===== src/rtl/axi4_pkg.sv =====
// Shared definitions for the AXI4 burst memory responder.
//   - burst and response encodings
//   - write / read FSM state types
//   - next_addr(): per-beat address update for FIXED, INCR and WRAP bursts.
//     It works on a wide address, so callers truncate the result to their own
//     width. Keeping only the low bits gives the same answer as doing the
//     arithmetic modulo the narrower width.
package axi4_pkg;

    localparam int ADDR_MAX = 32;

    localparam logic [1:0] BURST_FIXED = 2'b00;
    localparam logic [1:0] BURST_INCR  = 2'b01;
    localparam logic [1:0] BURST_WRAP  = 2'b10;
    localparam logic [1:0] BURST_RSVD  = 2'b11;

    localparam logic [1:0] RESP_OKAY   = 2'b00;
    localparam logic [1:0] RESP_SLVERR = 2'b10;

    typedef enum logic [1:0] {W_IDLE, W_DATA, W_RESP} w_state_t;
    typedef enum logic       {R_IDLE, R_DATA}         r_state_t;

    function automatic logic [ADDR_MAX-1:0] next_addr(
        input logic [ADDR_MAX-1:0] addr,
        input logic [2:0]          size,
        input logic [7:0]          len,
        input logic [1:0]          burst
    );
        logic [ADDR_MAX-1:0] inc;
        logic [ADDR_MAX-1:0] bound;
        logic [ADDR_MAX-1:0] res;
        inc   = ADDR_MAX'(1) << size;
        bound = (ADDR_MAX'(len) + ADDR_MAX'(1)) * inc;
        case (burst)
            BURST_FIXED: res = addr;
            BURST_WRAP:  res = (addr & ~(bound - 1)) | ((addr + inc) & (bound - 1));
            // INCR, and the reserved encoding, which runs as INCR
            default:     res = (addr & ~(inc - 1)) + inc;
        endcase
        return res;
    endfunction

endpackage


===== src/rtl/axi4_burst_addr_gen.sv =====
// Combinational next-beat address and burst configuration check.
//   addr/len/size/burst : current beat address and burst attributes
//   addr_next           : address of the following beat (wraps at 2^G_ADDR_WIDTH)
//   cfg_err             : illegal size, reserved burst type or illegal WRAP length
module axi4_burst_addr_gen
    import axi4_pkg::*;
#(
    parameter int G_ADDR_WIDTH = 6
) (
    input  logic [G_ADDR_WIDTH-1:0] addr,
    input  logic [7:0]              len,
    input  logic [2:0]              size,
    input  logic [1:0]              burst,
    output logic [G_ADDR_WIDTH-1:0] addr_next,
    output logic                    cfg_err
);

    logic wrap_len_ok;

    always_comb begin
        addr_next   = G_ADDR_WIDTH'(next_addr(ADDR_MAX'(addr), size, len, burst));
        wrap_len_ok = (len == 8'd1) || (len == 8'd3) || (len == 8'd7) || (len == 8'd15);
        cfg_err     = (size > 3'd2) || (burst == BURST_RSVD) ||
                      ((burst == BURST_WRAP) && !wrap_len_ok);
    end

endmodule


===== src/rtl/axi4_burst_mem_slave.sv =====
// AXI4 subordinate backed by a small register-file memory.
// The read path and the write path are independent. Each one supports
// FIXED, INCR and WRAP bursts, per-byte write strobes and SLVERR responses.
//   ACLK, ARESETn        : clock, asynchronous active-low reset
//   S_AXI_AW* / S_AXI_W* : write address and write data channels
//   S_AXI_B*             : write response channel
//   S_AXI_AR* / S_AXI_R* : read address and read data channels
//   dbg_w_state/dbg_r_state : current FSM states, for observation only
// Handshake rule for every channel: a transfer happens on a rising ACLK edge
// where VALID and READY are both high. A source holds VALID and its payload
// steady until that edge. Every READY and VALID driven here comes from a
// register.
module axi4_burst_mem_slave
    import axi4_pkg::*;
#(
    parameter int G_ADDR_WIDTH = 6,
    parameter int G_DATA_WIDTH = 32,
    parameter int G_ID_WIDTH   = 1
) (
    input  logic                      ACLK,
    input  logic                      ARESETn,
    input  logic [G_ADDR_WIDTH-1:0]   S_AXI_AWADDR,
    input  logic [7:0]                S_AXI_AWLEN,
    input  logic [2:0]                S_AXI_AWSIZE,
    input  logic [1:0]                S_AXI_AWBURST,
    input  logic [G_ID_WIDTH-1:0]     S_AXI_AWID,
    input  logic [2:0]                S_AXI_AWPROT,
    input  logic                      S_AXI_AWVALID,
    output logic                      S_AXI_AWREADY,
    input  logic [G_DATA_WIDTH-1:0]   S_AXI_WDATA,
    input  logic [G_DATA_WIDTH/8-1:0] S_AXI_WSTRB,
    input  logic                      S_AXI_WLAST,
    input  logic                      S_AXI_WVALID,
    output logic                      S_AXI_WREADY,
    output logic [G_ID_WIDTH-1:0]     S_AXI_BID,
    output logic [1:0]                S_AXI_BRESP,
    output logic                      S_AXI_BVALID,
    input  logic                      S_AXI_BREADY,
    input  logic [G_ADDR_WIDTH-1:0]   S_AXI_ARADDR,
    input  logic [7:0]                S_AXI_ARLEN,
    input  logic [2:0]                S_AXI_ARSIZE,
    input  logic [1:0]                S_AXI_ARBURST,
    input  logic [G_ID_WIDTH-1:0]     S_AXI_ARID,
    input  logic [2:0]                S_AXI_ARPROT,
    input  logic                      S_AXI_ARVALID,
    output logic                      S_AXI_ARREADY,
    output logic [G_DATA_WIDTH-1:0]   S_AXI_RDATA,
    output logic [G_ID_WIDTH-1:0]     S_AXI_RID,
    output logic [1:0]                S_AXI_RRESP,
    output logic                      S_AXI_RLAST,
    output logic                      S_AXI_RVALID,
    input  logic                      S_AXI_RREADY,
    output w_state_t                  dbg_w_state,
    output r_state_t                  dbg_r_state
);

    localparam int DEPTH = 2 ** (G_ADDR_WIDTH - 2);
    localparam int NB    = G_DATA_WIDTH / 8;

    logic [G_DATA_WIDTH-1:0] mem [DEPTH];

    // PROT carries no meaning for this memory.
    logic unused_prot;
    assign unused_prot = ^{S_AXI_AWPROT, S_AXI_ARPROT};

    // ---------------- write path ----------------
    w_state_t                w_state, w_next;
    logic [G_ADDR_WIDTH-1:0] w_addr, w_addr_nxt;
    logic [7:0]              w_len, w_cnt;
    logic [2:0]              w_size;
    logic [1:0]              w_burst;
    logic [G_ID_WIDTH-1:0]   w_id;
    logic                    w_last_err, w_cfg_err;
    logic                    aw_hs, w_hs, b_hs, w_final, w_beat_err;
    logic                    awready_d, wready_d, bvalid_d;
    logic [1:0]              bresp_d;
    logic [G_ID_WIDTH-1:0]   bid_d;

    axi4_burst_addr_gen #(.G_ADDR_WIDTH(G_ADDR_WIDTH)) u_w_gen (
        .addr(w_addr), .len(w_len), .size(w_size), .burst(w_burst),
        .addr_next(w_addr_nxt), .cfg_err(w_cfg_err)
    );

    assign aw_hs      = S_AXI_AWVALID && S_AXI_AWREADY;
    assign w_hs       = S_AXI_WVALID && S_AXI_WREADY;
    assign b_hs       = S_AXI_BVALID && S_AXI_BREADY;
    assign w_final    = (w_cnt == w_len);
    // The beat count alone ends the burst. WLAST is only checked against it.
    assign w_beat_err = (S_AXI_WLAST != w_final);

    always_ff @(posedge ACLK or negedge ARESETn) begin
        if (!ARESETn) w_state <= W_IDLE;
        else          w_state <= w_next;
    end

    always_comb begin
        w_next = w_state;
        case (w_state)
            W_IDLE:  if (aw_hs) w_next = W_DATA;
            W_DATA:  if (w_hs && w_final) w_next = W_RESP;
            W_RESP:  if (b_hs) w_next = W_IDLE;
            default: w_next = W_IDLE;
        endcase
    end

    // Output values are computed from the next state and then registered,
    // so every READY/VALID comes from a flop and resets to 0.
    always_comb begin
        awready_d = (w_next == W_IDLE);
        wready_d  = (w_next == W_DATA);
        bvalid_d  = (w_next == W_RESP);
        bresp_d   = S_AXI_BRESP;
        bid_d     = S_AXI_BID;
        if ((w_state == W_DATA) && w_hs && w_final) begin
            bid_d   = w_id;
            bresp_d = (w_cfg_err || w_last_err || w_beat_err) ? RESP_SLVERR : RESP_OKAY;
        end
    end

    always_ff @(posedge ACLK or negedge ARESETn) begin
        if (!ARESETn) begin
            S_AXI_AWREADY <= 1'b0;
            S_AXI_WREADY  <= 1'b0;
            S_AXI_BVALID  <= 1'b0;
            S_AXI_BRESP   <= RESP_OKAY;
            S_AXI_BID     <= '0;
            w_addr        <= '0;
            w_len         <= '0;
            w_cnt         <= '0;
            w_size        <= '0;
            w_burst       <= '0;
            w_id          <= '0;
            w_last_err    <= 1'b0;
        end else begin
            S_AXI_AWREADY <= awready_d;
            S_AXI_WREADY  <= wready_d;
            S_AXI_BVALID  <= bvalid_d;
            S_AXI_BRESP   <= bresp_d;
            S_AXI_BID     <= bid_d;
            if (aw_hs) begin
                w_addr     <= S_AXI_AWADDR;
                w_len      <= S_AXI_AWLEN;
                w_size     <= S_AXI_AWSIZE;
                w_burst    <= S_AXI_AWBURST;
                w_id       <= S_AXI_AWID;
                w_cnt      <= '0;
                w_last_err <= 1'b0;
            end else if (w_hs) begin
                w_addr <= w_addr_nxt;
                w_cnt  <= w_cnt + 8'd1;
                if (w_beat_err) w_last_err <= 1'b1;
            end
        end
    end

    // A burst with a bad configuration still accepts its beats but does not
    // write memory. Memory is not cleared by reset.
    always_ff @(posedge ACLK) begin
        if (w_hs && !w_cfg_err) begin
            for (int i = 0; i < NB; i++) begin
                if (S_AXI_WSTRB[i])
                    mem[w_addr[G_ADDR_WIDTH-1:2]][i*8 +: 8] <= S_AXI_WDATA[i*8 +: 8];
            end
        end
    end

    // ---------------- read path ----------------
    r_state_t                r_state, r_next;
    logic [G_ADDR_WIDTH-1:0] r_addr, r_addr_nxt, rg_addr;
    logic [7:0]              r_len, r_cnt, rg_len;
    logic [2:0]              r_size, rg_size;
    logic [1:0]              r_burst, rg_burst;
    logic                    r_cfg_err, ar_hs, r_hs, r_final;
    logic                    arready_d, rvalid_d, rlast_d;
    logic [G_DATA_WIDTH-1:0] rdata_d;
    logic [1:0]              rresp_d;
    logic [G_ID_WIDTH-1:0]   rid_d;

    // While idle, the checker looks at the AR request so the response code is
    // ready with the first beat. During a burst it steps the latched address.
    always_comb begin
        if (r_state == R_IDLE) begin
            rg_addr = S_AXI_ARADDR; rg_len = S_AXI_ARLEN;
            rg_size = S_AXI_ARSIZE; rg_burst = S_AXI_ARBURST;
        end else begin
            rg_addr = r_addr; rg_len = r_len;
            rg_size = r_size; rg_burst = r_burst;
        end
    end

    axi4_burst_addr_gen #(.G_ADDR_WIDTH(G_ADDR_WIDTH)) u_r_gen (
        .addr(rg_addr), .len(rg_len), .size(rg_size), .burst(rg_burst),
        .addr_next(r_addr_nxt), .cfg_err(r_cfg_err)
    );

    assign ar_hs   = S_AXI_ARVALID && S_AXI_ARREADY;
    assign r_hs    = S_AXI_RVALID && S_AXI_RREADY;
    assign r_final = (r_cnt == r_len);

    always_ff @(posedge ACLK or negedge ARESETn) begin
        if (!ARESETn) r_state <= R_IDLE;
        else          r_state <= r_next;
    end

    always_comb begin
        r_next = r_state;
        if ((r_state == R_IDLE) && ar_hs)               r_next = R_DATA;
        else if ((r_state == R_DATA) && r_hs && r_final) r_next = R_IDLE;
    end

    // RDATA is loaded on the same edge that accepts the current beat, so a
    // burst streams one beat per cycle. Memory is read before the write on
    // that edge lands, so a read of the word being written sees the old data.
    always_comb begin
        arready_d = (r_next == R_IDLE);
        rvalid_d  = (r_next == R_DATA);
        rdata_d   = S_AXI_RDATA;
        rlast_d   = S_AXI_RLAST;
        rresp_d   = S_AXI_RRESP;
        rid_d     = S_AXI_RID;
        if (ar_hs) begin
            rdata_d = mem[S_AXI_ARADDR[G_ADDR_WIDTH-1:2]];
            rid_d   = S_AXI_ARID;
            rlast_d = (S_AXI_ARLEN == 8'd0);
            rresp_d = r_cfg_err ? RESP_SLVERR : RESP_OKAY;
        end else if ((r_state == R_DATA) && r_hs) begin
            if (!r_final) begin
                rdata_d = mem[r_addr_nxt[G_ADDR_WIDTH-1:2]];
                rlast_d = ((r_cnt + 8'd1) == r_len);
            end else begin
                rlast_d = 1'b0;
            end
        end
    end

    always_ff @(posedge ACLK or negedge ARESETn) begin
        if (!ARESETn) begin
            S_AXI_ARREADY <= 1'b0;
            S_AXI_RVALID  <= 1'b0;
            S_AXI_RDATA   <= '0;
            S_AXI_RLAST   <= 1'b0;
            S_AXI_RRESP   <= RESP_OKAY;
            S_AXI_RID     <= '0;
            r_addr        <= '0;
            r_len         <= '0;
            r_cnt         <= '0;
            r_size        <= '0;
            r_burst       <= '0;
        end else begin
            S_AXI_ARREADY <= arready_d;
            S_AXI_RVALID  <= rvalid_d;
            S_AXI_RDATA   <= rdata_d;
            S_AXI_RLAST   <= rlast_d;
            S_AXI_RRESP   <= rresp_d;
            S_AXI_RID     <= rid_d;
            if (ar_hs) begin
                r_addr  <= S_AXI_ARADDR;
                r_len   <= S_AXI_ARLEN;
                r_size  <= S_AXI_ARSIZE;
                r_burst <= S_AXI_ARBURST;
                r_cnt   <= '0;
            end else if (r_hs && !r_final) begin
                r_addr <= r_addr_nxt;
                r_cnt  <= r_cnt + 8'd1;
            end
        end
    end

    assign dbg_w_state = w_state;
    assign dbg_r_state = r_state;

endmodule


===== config.mk =====
export PLATFORM = sky130hd
export DESIGN_NAME = axi4_burst_mem_slave
export DESIGN_NICKNAME = d
export VERILOG_FILES = /design/src/rtl/axi4_pkg.sv /design/src/rtl/axi4_burst_addr_gen.sv /design/src/rtl/axi4_burst_mem_slave.sv
export SDC_FILE = /design/constraint.sdc
export NUM_CORES = 1
export LEC_CHECK = 0
export CAP_MARGIN = 30
export CORE_MARGIN = 5
export CORE_UTILIZATION = 40
export CTS_CLUSTER_SIZE = 24
export DETAILED_ROUTE_END_ITERATION = 8
export GPL_TIMING_DRIVEN = 1
export SLEW_MARGIN = 20
export SYNTH_ARGS = -nofsm -noshare
export SYNTH_HDL_FRONTEND = slang
export SYNTH_SLANG_ARGS = --single-unit

===== constraint.sdc =====
create_clock -name ACLK -period 11.95 [get_ports ACLK]
set_input_delay 2.39 -clock ACLK [delete_from_list [all_inputs] [get_ports ACLK]]
set_output_delay 2.39 -clock ACLK [all_outputs]
set_load 0.005 [all_outputs]

==> run summary <==
Status: complete, no violations
Distinct cell type count after synthesis: 78
Most instantiated library cell after synthesis: edfxtp_1
Root Buffer: clkbuf_16
Top-Level Pins: 137
Min Tclk post-route: 8.843 ns
Worst R2R Setup Slack: 4.21 ns
WL final: 97.87 mm
Die height: 295.5 um
TNS Setup: 0 ns
Detailed placement HPWL: 59.50 mm
Largest stage delay on the critical path: 0.82 ns
DR iter-0 viols: 2710
Post-synth EDFFs: 512
Vias in the first global route: 23360
Compound-Gate Fraction of Synth Area: 11.91%
Synth Area in Adders: 2.625%
Post-synthesis mux area share: 17.38%
Mapped Avg Cell Area: 13.53 um2
Hold crit path type: flip-flop to flip-flop
# Max-Cap Violations: 0
Final max-slew violation count: 0
RSZ-0062 raised after global routing: no
Routability-driven placement congestion ratio: 0.8456
Worst-Skew Late Latency: 0.63 ns
Post-Syn Instances: 2410
Critical Path Start Type: input pin
Slowest cell on the critical path: nor3_4
Post-CTS setup buffer count: 0
Main combinational cell family by area after synthesis: multiplexers
Final worst slack: 3.107 ns
Filler cells: 7003
Total GRT Usage: 22.07%
Core area: 80680 um2
Crit-path cells: clkdlybuf4s50_1 -> mux2i_1 -> nand3_2 -> inv_1 -> nand2b_1 -> fa_1 -> inv_1 -> fa_1 -> inv_1 -> fa_1 -> ha_1 -> a21o_1 -> a21oi_1 -> xnor3_1 -> xnor2_1 -> mux2i_1 -> nor3_4 -> and2b_4 -> a311o_1
CTS max path bufs: 3
Place WS: 2.622 ns
Initial Util: 40.41%
DR pass1 iterations: 6
Die ar.: 87310 um2
WP data arrival: 9.38 ns
Tcrit/Tclk final: 74.00%
Fmax: 113.1 MHz
Clock skew: 0.03659 ns
Type of the worst setup path: input pin to flip-flop
Final hold violations: 0
Vias: 22780
First-pass GRT wire length: 146.8 mm
H-Tree Depth: 3
Fin nets: 2660
Via density: 6.278
Setup violators final: 0
Ys Warns: 0
Rel. slew slack: 30.45%
CTS tree: done
Cts hold-fix bufs: 0
Main flop type after synthesis: edfxtp_1
Synth top area cells: edfxtp_1 (47%), mux4_2 (15%), dfrtp_1 (7.7%)
Top cells by count, synth: edfxtp_1 (512), mux4_2 (222), nand2_1 (220), nor2_1 (191), a22oi_1 (130)
Post-Synth Simple-Gate Area: 8.041%
Share of layout cells above drive strength 1: 18.46%
Buf/Inv on CP: 4
TritonCTS Buffers: 72
Synth top area share: 47.16%
Slew at the pin with the worst max-slew slack: 1.043 ns
Cell Area, Synth: 32600 um2
Synth area leader: edfxtp_1
Largest net degree at the start of global routing: 132
Crit end category: flip-flop
Wire per inst: 26.98 um
Gr ovfl total: 0
Clock slew at reported path FFs: 0.05 ns
I/O Buffers: 128
Ant. Diodes: 0
DR DRC count: 0
Crit-path max FO: 32
Post-CTS sizing: 0
Sequential fraction of the synthesis area: 54.84%
Post-route ant nets: 0
XOR/XNOR Fraction of Synth Area: 1.923%
CP top delay family: simple AND/OR/NAND/NOR gates
Initial antenna violation count: 1
Clk sinks: 612
CP required: 12.49 ns
Die Width: 295.5 um
Area growth syn-to-layout: 15.59%
Flops & latches, synth: 612
Synth async-reset ratio: 16.34%
Core Rows: 104
==> cells by family after synthesis <==
group                      after synthesis
and+or+nand+nor                        591
other                                    1
buffers and inverters                  252
DFF                                    612
xor gates and xnor gates                70
AOI/OAI and AO/OA                      539
muxes                                  286
adders and majority gates               59
==> layer usage <==
layer  GRT usage, %  share of wire, %
met1          29.99                40
met4          7.605               3.3
met2          35.85                47
met5              0             0.011
met3          4.364               9.7
==> registers in the layout (all words and copies together) (netlist names), 2 cells and up, named ones only <==
name and flops:
S_AXI_RDATA 32, dbg_w_state 2, mem 512, r_addr 6, r_burst 2, r_cnt 8, r_len 8, r_size 3
w_burst 2, w_cnt 8, w_len 8, w_size 3
==> through the flow <==
stage	cell area (um2)	std cells	util (%)	hold slack, ns
2_1_floorplan	32600	2411	-	0.4401
3_3_place_gp	34830	3454	43.17	0.4564
3_5_place_dp	35120	3487	43.53	0.4818
4_1_cts	37500	3617	46.48	0.4944
5_1_grt	37680	3628	46.71	0.5177
6_report	37680	3628	46.71	0.4792
==> area by class of cell <==
cell class / count / area (um2) / area share (%)
clock buffers: 88 / 1934 / 5.134
clock inverters: 42 / 447.9 / 1.189
inverters: 59 / 221.5 / 0.5877
multi-input cells: 1547 / 13730 / 36.45
flip-flops and latches: 612 / 17880 / 47.44
well taps: 1060 / 1326 / 3.520
repair buffers: 220 / 2140 / 5.678
==> final timing paths <==
path,start,to,cells after the start
max,S_AXI_ARSIZE[2],S_AXI_RDATA[13],19
min,w_id,w_id,2
max reg2reg,S_AXI_RVALID,S_AXI_RDATA[13],19
min reg2reg,w_id,w_id,2
max in group asynchronous,ARESETn,w_id,2
min in group asynchronous,ARESETn,r_cnt[7],1
==> worst reg2reg max path: cells and delay by family (launching register included) <==
kind	cells	cell delay, ns
xor gates and xnor gates	2	0.77
AOI/OAI and AO/OA	3	0.65
adders and majority gates	4	1.84
buffers and inverters	4	0.87
DFF	1	0.67
muxes	2	0.80
and+or+nand+nor	4	2.06
==> placed cells by master (no fill, tap or decap), types with 12 or more instances in the layout <==
master,instances
buf_4,75
a311o_1,31
fa_1,16
nand3_1,56
clkdlybuf4s50_1,123
o211ai_1,68
nor3_1,41
a22o_1,32
clkbuf_16,74
ha_1,42
mux2_2,14
a222oi_1,32
inv_1,55
a22oi_1,130
o21ai_0,40
nand2_1,219
xor2_1,23
mux2i_1,47
nand4_1,12
dfrtp_1,100
nor2_1,190
a31oi_1,33
mux4_2,222
edfxtp_1,512
clkinv_2,12
xnor2_1,46
a21oi_1,111
clkinv_1,12
Power is left out: the tool's default activity adds up to more than one toggle a clock period on the data nets, which glitch-free logic cannot reach.
==> patch (same settings) <==
Set the parameter `G_DATA_WIDTH` to 24 (it was 32).
--- a/src/rtl/axi4_burst_mem_slave.sv
+++ b/src/rtl/axi4_burst_mem_slave.sv
@@ -14,7 +14,7 @@
     import axi4_pkg::*;
 #(
     parameter int G_ADDR_WIDTH = 6,
-    parameter int G_DATA_WIDTH = 32,
+    parameter int G_DATA_WIDTH = 24,
     parameter int G_ID_WIDTH   = 1
 ) (
     input  logic                      ACLK,
Ports: changed (resized S_AXI_RDATA, S_AXI_WDATA and S_AXI_WSTRB); port bits go from 137 to 120. The function was not compared with the original's and may differ.
==> patch against the unedited design <==
Sequential cell count decreased by 136. Final cell count decreased by 21%. Cell area decreased by 21%. Critical path type unchanged. Largest cell class unchanged. Critical endpoint is now S_AXI_RDATA[16]$_DFFE_PN0P_. Synthesized area decreased by 21%. Synthesized cell count decreased by 23%. Worst setup slack improved by 0.10 ns. Wire length decreased by 32%.
==> patch: results (changes against the unedited design) <==
- Max reg flops: 384 (-25%)
- Largest net degree at the start of global routing: 101 (-23%)
- Sequential fraction of the synthesis area: 53.8% (-1.0 points)
- Worst Setup SP: S_AXI_ARLEN[0]
- Area after DPL: 0.0279 mm2 (-21%)
- # port buffers: 111 (-13%)
- Reg2reg setup slack: 4.64 ns (+0.43 ns)
- GR Util met1: 24.2% (-5.8 points)
- Total CTS buffers: 52 (-28%)
- Library cells used by synthesis: 74 (-5.1%)
- Path depth of the worst reg2reg path: 21 (+2)
- Crit path largest cell delay: 0.84 ns (+0.02 ns)
- Global placement routability congestion: 0.849 (+0.43%)
- EDFF count, synth: 384 (-25%)
- Synth area leaders: edfxtp_1 (45%), mux2i_1 (13%), mux4_2 (11%)
- Worst Skew: 0.0232 ns (-0.0134 ns)
- Async SR Flop Fraction: 19.3% (+3.0 points)
- Worst hold endpoint: r_burst[1]$_DFFE_PN0P_
- Slowest CP cell: a31oi_4
- Synth cell count leaders: edfxtp_1 (384), mux2i_1 (330), nand2_1 (151)
- M3 GR Usage: 4.04% (-0.33 points)
- Final net count: 2102 (-21%)
- F_max: 114 MHz (+1.1%)
- GRT Total Usage: 18.8% (-3.3 points)
- First-pass GRT wire length: 101 mm (-31%)
- Met2 usage: 32.4% (-3.5 points)
- Number of global-route vias before repair: 16400 (-30%)
- Cell family with most CP delay: adder cells
- Worst Tran Pin Value: 1.02 ns (-0.0210 ns)
- Max FO, Critical Path: 15 (-53%)
- Worst setup endpoint: S_AXI_RDATA[16]$_DFFE_PN0P_
- Post-Place Worst Slack: 2.65 ns (+0.0242 ns)
- DR vias/cell: 5.52 (-12%)
- Hold wc startpoint: r_burst[1]$_DFFE_PN0P_
- Initial antenna violation count: 4 (+3)
- Non-Filler Instances: 2859 (-21%)
- Htree depth: 2 (-1)
- Hpwl dp: 42.0 mm (-29%)
- Syn avg cell area: 13.9 um2 (+2.9%)
- Status: completed
- Inst Count DP: 2760 (-21%)
[patch: cell count changes after synthesis, sizes merged, moves of 35 or more]
cell / before / now
mux2: 15 / 59
nand2: 220 / 151
mux4: 222 / 120
edfxtp: 512 / 384
mux2i: 49 / 336
o211ai: 68 / 2
a22oi: 130 / 1
a21oi: 113 / 74
nand3: 58 / 20
nor2: 191 / 104
clkbuf: 128 / 56
nor3: 44 / 9
[patch: layout make-up]
type	count	area [um2]
timing repair buffer	173	1720
clock inverter	24	282
clock buffer	71	1440
sequential	476	13800
tap	855	1070
inverter	53	199
multi-input combinational	1207	11200
fill	5585	34400
[patch: cells by family (layout without fill, tap and decap cells)]
kind of cell	Yosys count	after routing	share of synthesized area, %
flops	476	476	53.8
simple gates	376	376	6.73
xor+xnor	76	76	2.64
fa+ha+maj	59	59	3.33
compound gates	179	179	4.14
buf+inv	166	321	3.02
other cells	1	2	0.0146
mux	515	515	26.3
[patch: metrics by stage]
| step | power, uW | hold slack (ns) |
|---|---|---|
| floorplan | 6550 | 0.440 |
| global placement | 7620 | 0.459 |
| detailed placement | 7700 | 0.470 |
| CTS | 9360 | 0.484 |
| global route | 9940 | 0.512 |
| finish | 9310 | 0.481 |
[patch: power groups by stage]
stage               logic, uW  clock network (uW)  registers, uW
global placement         5440                   0           2180
global route             6040                1730           2170
CTS                      5550                1660           2160
finish                   5550                1620           2140
floorplan                4460                   0           2090
detailed placement       5520                   0           2190
[patch: routing by layer]
metal	up-vias	part of all wire, %
met1	8071	42
met4	10	2.0
met3	95	6.2
met2	379	50
met5	-	0.21
li1	7214	-
